[src/rtl/prng_pkg.sv]
// Shared types and default sizing for the PRNG sample FIFO and its health test.
// Latency: n/a (types and constants only).
// Backpressure: n/a.
package prng_pkg;

  typedef logic [7:0] byte_t;

  localparam int DEPTH_DEF     = 8;
  localparam int REP_LIMIT_DEF = 4;

  // Run-length counter saturates here so a stuck source cannot wrap it.
  localparam logic [3:0] RUN_MAX = 4'd15;

endpackage

[src/rtl/prng_rep_test.sv]
// Repetition-count health test: flags a source repeating the same byte REP_LIMIT times.
// Latency: trip is combinational on the sample; fail is registered on the tripping edge.
// Backpressure: none; every sample presented is examined regardless of downstream state.
module prng_rep_test
  import prng_pkg::*;
#(
  parameter int REP_LIMIT = REP_LIMIT_DEF
) (
  input  logic  clk,
  input  logic  rst_n,
  input  logic  sample,
  input  byte_t data,
  input  logic  clr,
  output logic  trip,
  output logic  fail
);

  localparam logic [3:0] LIMIT = 4'(REP_LIMIT);

  logic       first_q;
  byte_t      prev_q;
  logic [3:0] run_q;
  logic [3:0] run_d;
  logic       fail_q;

  // Run length this sample would produce: restarts at 1 after reset/clear or on a new value.
  always_comb begin
    run_d = 4'd1;
    if (!first_q && (data == prev_q)) begin
      run_d = (run_q == RUN_MAX) ? RUN_MAX : run_q + 4'd1;
    end
  end

  // A clear in the same cycle wins over a trip, so the sample is not treated as failing.
  assign trip = sample & ~clr & (run_d == LIMIT);
  assign fail = fail_q;

  // Track previous byte, run length and the sticky failure flag.
  always_ff @(posedge clk or negedge rst_n) begin
    if (!rst_n) begin
      first_q <= 1'b1;
      prev_q  <= '0;
      run_q   <= '0;
      fail_q  <= 1'b0;
    end else if (clr) begin
      first_q <= 1'b1;
      run_q   <= '0;
      fail_q  <= 1'b0;
      if (sample) begin
        prev_q <= data;
      end
    end else if (sample) begin
      first_q <= 1'b0;
      prev_q  <= data;
      run_q   <= run_d;
      if (trip) begin
        fail_q <= 1'b1;
      end
    end
  end

endmodule

[src/rtl/prng_sample_fifo.sv]
// Buffers PRNG bytes in a first-word-fall-through FIFO, gated by a repetition health test.
// Latency: a byte accepted at edge N is on out_data/out_valid right after edge N.
// Backpressure: upstream cannot be stalled; samples arriving to a full FIFO are dropped and counted.
module prng_sample_fifo
  import prng_pkg::*;
#(
  parameter int DEPTH     = DEPTH_DEF,
  parameter int REP_LIMIT = REP_LIMIT_DEF
) (
  input  logic       clk,
  input  logic       rst_n,
  input  logic       ena,
  input  logic [7:0] in_data,
  input  logic       in_valid,
  output logic [7:0] out_data,
  output logic       out_valid,
  input  logic       out_ready,
  output logic [4:0] level,
  output logic [7:0] drop_cnt,
  output logic       rep_fail,
  input  logic       clr_fail
);

  localparam int AW = $clog2(DEPTH);
  localparam int PW = AW + 1;

  byte_t          mem_q [DEPTH];
  logic  [PW-1:0] wr_ptr_q, wr_ptr_d;
  logic  [PW-1:0] rd_ptr_q, rd_ptr_d;
  logic  [PW-1:0] occ;
  logic  [7:0]    drop_q, drop_d;

  logic sample, clr, pop, push, drop;
  logic full, empty;
  logic trip, fail;

  assign sample = ena & in_valid;
  assign clr    = ena & clr_fail;

  // Health test sees every sample, including ones later refused.
  prng_rep_test #(
    .REP_LIMIT (REP_LIMIT)
  ) u_rep (
    .clk    (clk),
    .rst_n  (rst_n),
    .sample (sample),
    .data   (in_data),
    .clr    (clr),
    .trip   (trip),
    .fail   (fail)
  );

  // Pointers carry one extra wrap bit so full and empty are distinguishable.
  assign empty = (wr_ptr_q == rd_ptr_q);
  assign full  = (wr_ptr_q[AW] != rd_ptr_q[AW]) && (wr_ptr_q[AW-1:0] == rd_ptr_q[AW-1:0]);
  assign occ   = wr_ptr_q - rd_ptr_q;

  assign out_valid = ~empty;
  assign out_data  = mem_q[rd_ptr_q[AW-1:0]];
  assign level     = 5'(occ);
  assign drop_cnt  = drop_q;
  assign rep_fail  = fail;

  // A full FIFO still accepts when the head leaves the same cycle; the freed slot is reused.
  assign pop  = ena & ~empty & out_ready;
  assign push = sample & ~fail & ~trip & (~full | pop);
  assign drop = sample & ~fail & ~trip & full & ~pop;

  // Next-state pointers and saturating drop counter.
  always_comb begin
    wr_ptr_d = wr_ptr_q;
    rd_ptr_d = rd_ptr_q;
    drop_d   = drop_q;
    if (push) begin
      wr_ptr_d = wr_ptr_q + 1'b1;
    end
    if (pop) begin
      rd_ptr_d = rd_ptr_q + 1'b1;
    end
    if (drop && (drop_q != 8'hFF)) begin
      drop_d = drop_q + 8'd1;
    end
  end

  // Pointer and counter registers.
  always_ff @(posedge clk or negedge rst_n) begin
    if (!rst_n) begin
      wr_ptr_q <= '0;
      rd_ptr_q <= '0;
      drop_q   <= '0;
    end else begin
      wr_ptr_q <= wr_ptr_d;
      rd_ptr_q <= rd_ptr_d;
      drop_q   <= drop_d;
    end
  end

  // Storage is cleared on reset so out_data reads zero while reset is held.
  always_ff @(posedge clk or negedge rst_n) begin
    if (!rst_n) begin
      for (int i = 0; i < DEPTH; i++) begin
        mem_q[i] <= '0;
      end
    end else if (push) begin
      mem_q[wr_ptr_q[AW-1:0]] <= in_data;
    end
  end

endmodule

[config.mk]
export PLATFORM = sky130hd
export DESIGN_NAME = prng_sample_fifo
export DESIGN_NICKNAME = d
export VERILOG_FILES = /design/src/rtl/prng_pkg.sv /design/src/rtl/prng_rep_test.sv /design/src/rtl/prng_sample_fifo.sv
export SDC_FILE = /design/constraint.sdc
export NUM_CORES = 1
export LEC_CHECK = 0
export CORE_UTILIZATION = 35
export CTS_CLUSTER_DIAMETER = 80
export DETAILED_ROUTE_END_ITERATION = 10
export GPL_TIMING_DRIVEN = 0
export HOLD_SLACK_MARGIN = 0.1
export PLACE_DENSITY_LB_ADDON = 0.3
export SYNTH_ARGS = -nofsm -noshare
export SYNTH_HDL_FRONTEND = slang
export SYNTH_SLANG_ARGS = --single-unit
[constraint.sdc]
create_clock -name clk -period 7.45 [get_ports clk]
set_clock_uncertainty 0.15 [all_clocks]
set_input_delay 1.49 -clock clk [delete_from_list [all_inputs] [get_ports clk]]
set_output_delay 1.49 -clock clk [all_outputs]
set_load 0.005 [all_outputs]
==> flow_metrics.py, run 1 <==
metrics = {
    "global_route": {
        "track_usage_pct": 18.72,
        "grt_max_degree": 63,
        "grt_pass1_vias": 3618,
        "antenna_found_initial": 0,
        "grt_pass1_wl_mm": 19.75,
        "overflow": 0,
    },
    "synth": {
        "synthFlopType": "dfrtp_1",
        "synth.avg_cell_area_um2": 12.28,
        "synth-seq-cells": 94,
        "synth_cell_types": 47,
        "async_flop_share_pct": 100.0,
        "syn_area_um2": 4692,
        "ys_warn_count": 0,
        "yosysSeqAreaShare_pct": 50.16,
        "syn_nets": 404,
        "synth_edf_count": 0,
        "synth_cells": 382,
    },
    "placed_design": {
        "hpwl_mm": 8.379,
        "gp_congestion": 0.7770,
        "dpl_worst_slack_ns": 2.924,
        "placed_area_um2": 5283,
        "io_buffers": 35,
    },
    "clock_tree": {
        "hold_buffers": 0,
        "worstSkewPairLatency_ns": 0.35,
        "cts_htree_levels": 3,
        "root_buffer": "clkbuf_16",
        "cts_tree": "done",
        "cts_setup_buffers": 0,
        "numCtsBuffers": 9,
        "cts_buffer_depth": 2,
        "cts.sinks": 94,
        "path_clk_slew_ns": 0.07,
        "cts-resized-gates": 0,
    },
    "critical_path": {
        "crit_path_max_fanout": 10,
        "r2r_cells": 9,
        "rrSetupSlack_ns": 3.68,
        "end_kind": "output port",
        "r2r_end": "mem_q[56]$_DFFE_PN0P_",
        "reg2reg_from": "rd_ptr_q[1]$_DFFE_PN0P_",
        "path_class": "flop to output port",
        "critPathRequiredTime_ns": 5.81,
        "critPathLaunchType": "flop",
        "critPathCapture": "level[3]",
        "crit_path_start": "rd_ptr_q[1]$_DFFE_PN0P_",
        "crit_arrival_ns": 3.24,
    },
    "routing": {
        "drtIter0Drc": 253,
        "finalWirelength_mm": 12.06,
        "postRouteAntennaNets": 0,
        "drc": 0,
        "wire_per_inst_um": 19.93,
        "via_count": 3457,
        "vias_per_cell": 5.714,
        "firstDrtPassIters": 4,
    },
    "sta": {
        "rsz0062_at_grt": "false",
        "setup_ws_ns": 2.568,
        "finalSetupViolations": 0,
        "hold_violations": 0,
        "worstMarginPinSlew_ns": 0.8473,
        "drv_slew": 0,
        "fin_crit_ns": 4.882,
        "finalSetupTns_ns": 0,
        "post-route-period-util_pct": 65.53,
        "fmax_mhz": 204.8,
        "maxSlewHeadroom_pct": 43.13,
    },
    "die": {
        "initial_utilization_pct": 36.59,
        "die_width_um": 117.8,
        "coreArea_um2": 12820,
        "num_io_pins": 37,
        "dieHeight_um": 117.8,
        "fp-row-count": 41,
        "die_area_um2": 13870,
    },
    "cells_and_area": {
        "layout_commonest_cell": "dfrtp_1",
        "fin_nets": 451,
        "fin_area_um2": 5572,
        "final_cell_mix": "dfrtp_1, a32o_1, nand2_1",
        "antenna_cells": 0,
        "drive_above_1_share_pct": 14.55,
        "area_growth_pct": 18.75,
    },
    "outcome": {
        "status": "complete, no violations",
    },
    "pwr": {
        "peakVddDrop_mv": 0.1398,
        "total_power_mw": 2.195,
        "power_density_nw_per_um2": 394.0,
        "p_leak_nw": 2.353,
    },
    "run": {
        "max_cap_violations": 0,
    },
    "worst_hold_path": {
        "holdCritPathClass": "flop to flop",
    },
}
## synthesized netlist by cell type, drive strengths merged (7+ instances only)
library cell / number / area (um2)
ha: 7 / 87.58
nor2: 13 / 48.80
mux2: 8 / 90.09
buf: 12 / 95.08
nor2b: 8 / 50.05
and2: 10 / 62.56
nand3: 8 / 40.04
inv: 12 / 45.04
mux4: 16 / 360.4
o21ai: 16 / 102.6
clkbuf: 11 / 41.29
xor2: 7 / 61.31
a32o: 64 / 640.6
nand2: 39 / 146.4
dfrtp: 93 / 2327
xnor2: 15 / 131.4
nor3: 7 / 46.30
## area by class of cell
class / count / area (um2)
Fill cell: 1234 / 7253
Sequential cell: 94 / 2354
Multi-Input combinational cell: 252 / 2153
Timing Repair Buffer: 36 / 375.4
Clock buffer: 10 / 239.0
Tap cell: 172 / 215.2
Buffer: 23 / 136.4
Clock inverter: 5 / 50.05
Inverter: 13 / 48.80
## metal layers
layer	wire length (um)	track usage [%]
met3	645	3.682
met2	5885	30.66
met5	0	0
met4	110	6.330
met1	5413	24.75
## flip-flops by register name, indices dropped and copies added, names as in the netlist
signal	cells
u_rep.prev_q	8
rd_ptr_q	4
u_rep.first_q	1
u_rep.fail	1
mem_q	64
drop_cnt	8
wr_ptr_q	4
u_rep.run_q	4
## how the worst min path moves through the flow
| stage | start | to | slack (ns) | depth (start not counted) |
|---|---|---|---|---|
| 2_1_floorplan | u_rep.first_q$_DFFE_PN1P_ | u_rep.first_q$_DFFE_PN1P_ | 0.30 | 2 |
| 3_3_place_gp | u_rep.first_q$_DFFE_PN1P_ | u_rep.first_q$_DFFE_PN1P_ | 0.31 | 2 |
| 3_5_place_dp | u_rep.first_q$_DFFE_PN1P_ | u_rep.first_q$_DFFE_PN1P_ | 0.31 | 2 |
| 4_1_cts | u_rep.first_q$_DFFE_PN1P_ | u_rep.first_q$_DFFE_PN1P_ | 0.32 | 2 |
| 5_1_grt | mem_q[20]$_DFFE_PN0P_ | mem_q[20]$_DFFE_PN0P_ | 0.36 | 1 |
| 6_report | u_rep.first_q$_DFFE_PN1P_ | u_rep.first_q$_DFFE_PN1P_ | 0.32 | 2 |
## critical path, stage by stage, from the launching register on
cell	delay, ns
dfrtp_1	0.39
clkbuf_1	0.46
buf_1	0.59
inv_1	0.13
ha_1	0.34
a21o_1	0.16
a21oi_1	0.16
xnor2_1	0.14
clkdlybuf4s50_1	0.52
## per-stage QoR
stage / instances / hold slack, ns / utilization (%)
after global routing: 605 / 0.3565 / 43.44
after CTS: 605 / 0.3235 / 43.44
after global placement: 589 / 0.3141 / 41.00
after detailed placement: 590 / 0.3097 / 41.19
after floorplan: 382 / 0.2951 / -
final: 605 / 0.3211 / 43.44
## where the power goes
| part | internal (mW) | leakage, nW | switching, mW |
|---|---|---|---|
| Combinational | 0.512 | 1.01 | 0.414 |
| Clock | 0.265 | 0.148 | 0.188 |
| Sequential | 0.702 | 1.19 | 0.116 |
## cells by family after synthesis
kind of cell               count (synthesis)  synth area share (%)
muxes                                     25                 9.893
buffers and inverters                     36                 3.946
AOI/OAI and AO/OA                         97                 18.77
xor gates and xnor gates                  22                 4.107
DFF                                       94                 50.16
adders and majority gates                  8                 2.293
other                                      1               0.07992
and+or+nand+nor                           99                 10.75
No activity file was read; power rests on OpenSTA's default activity.
==> inputs of run 2 (changes only) <==
==> constraint.sdc (replaced) <==
create_clock -name clk -period 4.9 [get_ports clk]
set_clock_uncertainty 0.15 [all_clocks]
set_input_delay 0.98 -clock clk [delete_from_list [all_inputs] [get_ports clk]]
set_output_delay 0.98 -clock clk [all_outputs]
set_load 0.005 [all_outputs]
==> results of run 2 <==
The final DEF is identical to that of run 1. Status: complete, no violations.
Main changes from that run: setup slack after placement 2.924 ns -> 0.8837 ns; setup slack after layout 2.568 ns -> 0.5280 ns; register-to-register setup slack 3.68 ns -> 1.13 ns; total power 2.195 mW -> 3.338 mW; worst IR drop on VDD 0.1398 mV -> 0.2125 mV
==> inputs of run 3 (changes only) <==
--- a/config.mk
+++ b/config.mk
@@ -5,7 +5,8 @@
 export SDC_FILE = /design/constraint.sdc
 export NUM_CORES = 1
 export LEC_CHECK = 0
-export CORE_UTILIZATION = 35
+export CAP_MARGIN = 40
+export CORE_UTILIZATION = 45
 export CTS_CLUSTER_DIAMETER = 80
 export DETAILED_ROUTE_END_ITERATION = 10
 export GPL_TIMING_DRIVEN = 0
==> run 3 against run 2 <==
Global-route usage grew 4.1 points. Fmax decreased by 2.7%. Clock-buffer cell count stayed put. Critical path type unchanged. Power down 4.8%. Combinational power about the same. Largest cell class unchanged. First-iteration DRC count decreased by 15%. Clock power fell by 24%.
==> flow_metrics.py, run 3 (synthesis results as in run 1) <==
metrics = {
    "outcome": {
        "status": "complete, no violations",
    },
    "pwr": {
        "peakVddDrop_mv": 0.2094,
        "total_power_mw": 3.179,
        "power_density_nw_per_um2": 585.4,
        "p_leak_nw": 2.302,
    },
    "die": {
        "initial_utilization_pct": 47.13,
        "fp-row-count": 36,
        "num_io_pins": 37,
        "dieHeight_um": 104.1,
        "die_area_um2": 10840,
        "coreArea_um2": 9955,
        "die_width_um": 104.1,
    },
    "placed_design": {
        "gp_congestion": 0.7948,
        "placed_area_um2": 5234,
        "io_buffers": 35,
        "hpwl_mm": 8.197,
    },
    "critical_path": {
        "reg2reg_from": "rd_ptr_q[1]$_DFFE_PN0P_",
        "path_class": "flop to output port",
        "crit_family": "buffers and inverters",
        "r2r_cells": 9,
        "crit_slowest_cell": "buf_1",
        "critPathRequiredTime_ns": 3.77,
        "critPathLaunchType": "flop",
        "cpPeakStageDelay_ns": 0.64,
        "cp_num_buf_inv": 4,
        "crit_arrival_ns": 3.36,
        "crit_path_max_fanout": 10,
        "rrSetupSlack_ns": 1.09,
        "path_cells": "clkbuf_1 > buf_1 > inv_1 > ha_1 > a21o_1 > a21oi_1 > xnor2_1 > clkdlybuf4s50_1",
        "r2r_end": "mem_q[60]$_DFFE_PN0P_",
        "end_kind": "output port",
    },
    "routing": {
        "finalWirelength_mm": 11.70,
        "drc": 0,
        "vias_per_cell": 6.256,
        "via_count": 3547,
        "postRouteAntennaNets": 0,
        "wire_per_inst_um": 20.64,
        "drtIter0Drc": 214,
        "firstDrtPassIters": 5,
    },
    "cells_and_area": {
        "fin_area_um2": 5430,
        "antenna_cells": 0,
        "largest_reg_flops": 64,
        "nFillCells": 887,
        "fin_nets": 451,
        "layout_commonest_cell": "dfrtp_1",
        "final_cell_mix": "dfrtp_1, a32o_1, nand2_1",
        "drive_above_1_share_pct": 14.52,
        "area_growth_pct": 15.73,
        "largest-register": "mem_q",
    },
    "sta": {
        "fin_crit_ns": 4.495,
        "fmax_mhz": 222.5,
        "maxSlewHeadroom_pct": 42.48,
        "drv_slew": 0,
        "rsz0062_at_grt": "false",
        "post-route-period-util_pct": 91.73,
        "finalSetupViolations": 0,
        "hold_violations": 0,
        "worstMarginPinSlew_ns": 0.8571,
    },
    "clock_tree": {
        "cts_tree": "done",
        "numCtsBuffers": 9,
        "cts_setup_buffers": 0,
        "cts-resized-gates": 0,
        "hold_buffers": 0,
        "cts.sinks": 94,
        "root_buffer": "clkbuf_8",
        "worstSkewPairLatency_ns": 0.38,
        "cts_buffer_depth": 2,
        "cts_htree_levels": 3,
        "path_clk_slew_ns": 0.09,
    },
    "run": {
        "max_cap_violations": 0,
    },
    "global_route": {
        "grt_pass1_vias": 3568,
        "grt_pass1_wl_mm": 18.84,
        "track_usage_pct": 22.83,
        "grt_max_degree": 67,
        "overflow": 0,
        "antenna_found_initial": 0,
    },
    "worst_hold_path": {
        "hold-path-cell-count": 2,
        "hold_start": "u_rep.first_q$_DFFE_PN1P_",
        "worstHoldEndpoint": "u_rep.first_q$_DFFE_PN1P_",
        "holdCritPathClass": "flop to flop",
    },
}
[run 3: cell types whose count changed in the layout (fill, tap and decap cells not counted), sizes merged]
cell	before	now
clkinv	5	3
clkinvlp	0	1
inv	12	14
[run 3: worst register-to-register path, cell delays in order (launching register included)]
cell and delay, ns:
dfrtp_1 0.40, clkbuf_1 0.49, buf_1 0.65, inv_1 0.13, ha_1 0.34, nand3_1 0.17, nor3_4 0.10, nor2_1 0.52
clkbuf_1 0.52, a32o_1 0.27
[run 3: layout make-up]
| type | count | area [um2] | share of cell area (%) |
|---|---|---|---|
| Buffer | 23 | 136.4 | 2.512 |
| Clock buffer | 10 | 127.6 | 2.350 |
| Clock inverter | 6 | 68.82 | 1.267 |
| Inverter | 13 | 48.80 | 0.8986 |
| Multi-Input combinational cell | 252 | 2153 | 39.65 |
| Sequential cell | 94 | 2354 | 43.34 |
| Tap cell | 133 | 166.4 | 3.065 |
| Timing Repair Buffer | 36 | 375.4 | 6.912 |
[run 3: layer usage]
metal  vias to the layer above  track usage (%)  part of all wire [%]  routed length [um]
li1                       1565                -                     -                   -
met1                      1826            30.60                    43                4993
met2                       136            36.19                    50                5800
met3                        20            4.574                   5.7                 664
met4                         0            9.796                   2.1                 243
met5                         -                0                     0                   0
[run 3: report_power, final]
part / internal, mW / total [mW] / switching (mW) / leakage, nW
clock network: 0.240 / 0.525 / 0.285 / 0.0973
logic: 0.778 / 1.41 / 0.632 / 1.01
registers: 1.06 / 1.24 / 0.180 / 1.19
[run 3: how the worst max path moves through the flow]
stage | start | to | slack, ns | depth (start not counted)
after floorplan | rd_ptr_q[1]$_DFFE_PN0P_ | level[3] | 1.90 | 7
after global placement | rst_n | drop_cnt[3]$_DFFE_PN0P_ | -0.72 | 1
after detailed placement | rd_ptr_q[1]$_DFFE_PN0P_ | level[3] | 0.81 | 8
after CTS | rd_ptr_q[1]$_DFFE_PN0P_ | level[3] | 0.41 | 8
after global routing | rd_ptr_q[1]$_DFFE_PN0P_ | level[3] | 0.24 | 8
final | rd_ptr_q[1]$_DFFE_PN0P_ | level[3] | 0.41 | 8
[run 3: per-stage QoR]
stage / setup TNS [ns] / setup slack (ns) / cells / hold WS [ns] / utilization (%)
global placement: -66.34 / -0.7187 / 550 / 0.3084 / 52.33
global route: 0 / 0.2365 / 567 / 0.3360 / 54.55
detailed placement: 0 / 0.8149 / 551 / 0.3140 / 52.58
CTS: 0 / 0.4130 / 567 / 0.3288 / 54.55
floorplan: 0 / 1.896 / 382 / 0.2951 / -
finish: 0 / 0.4050 / 567 / 0.3264 / 54.55
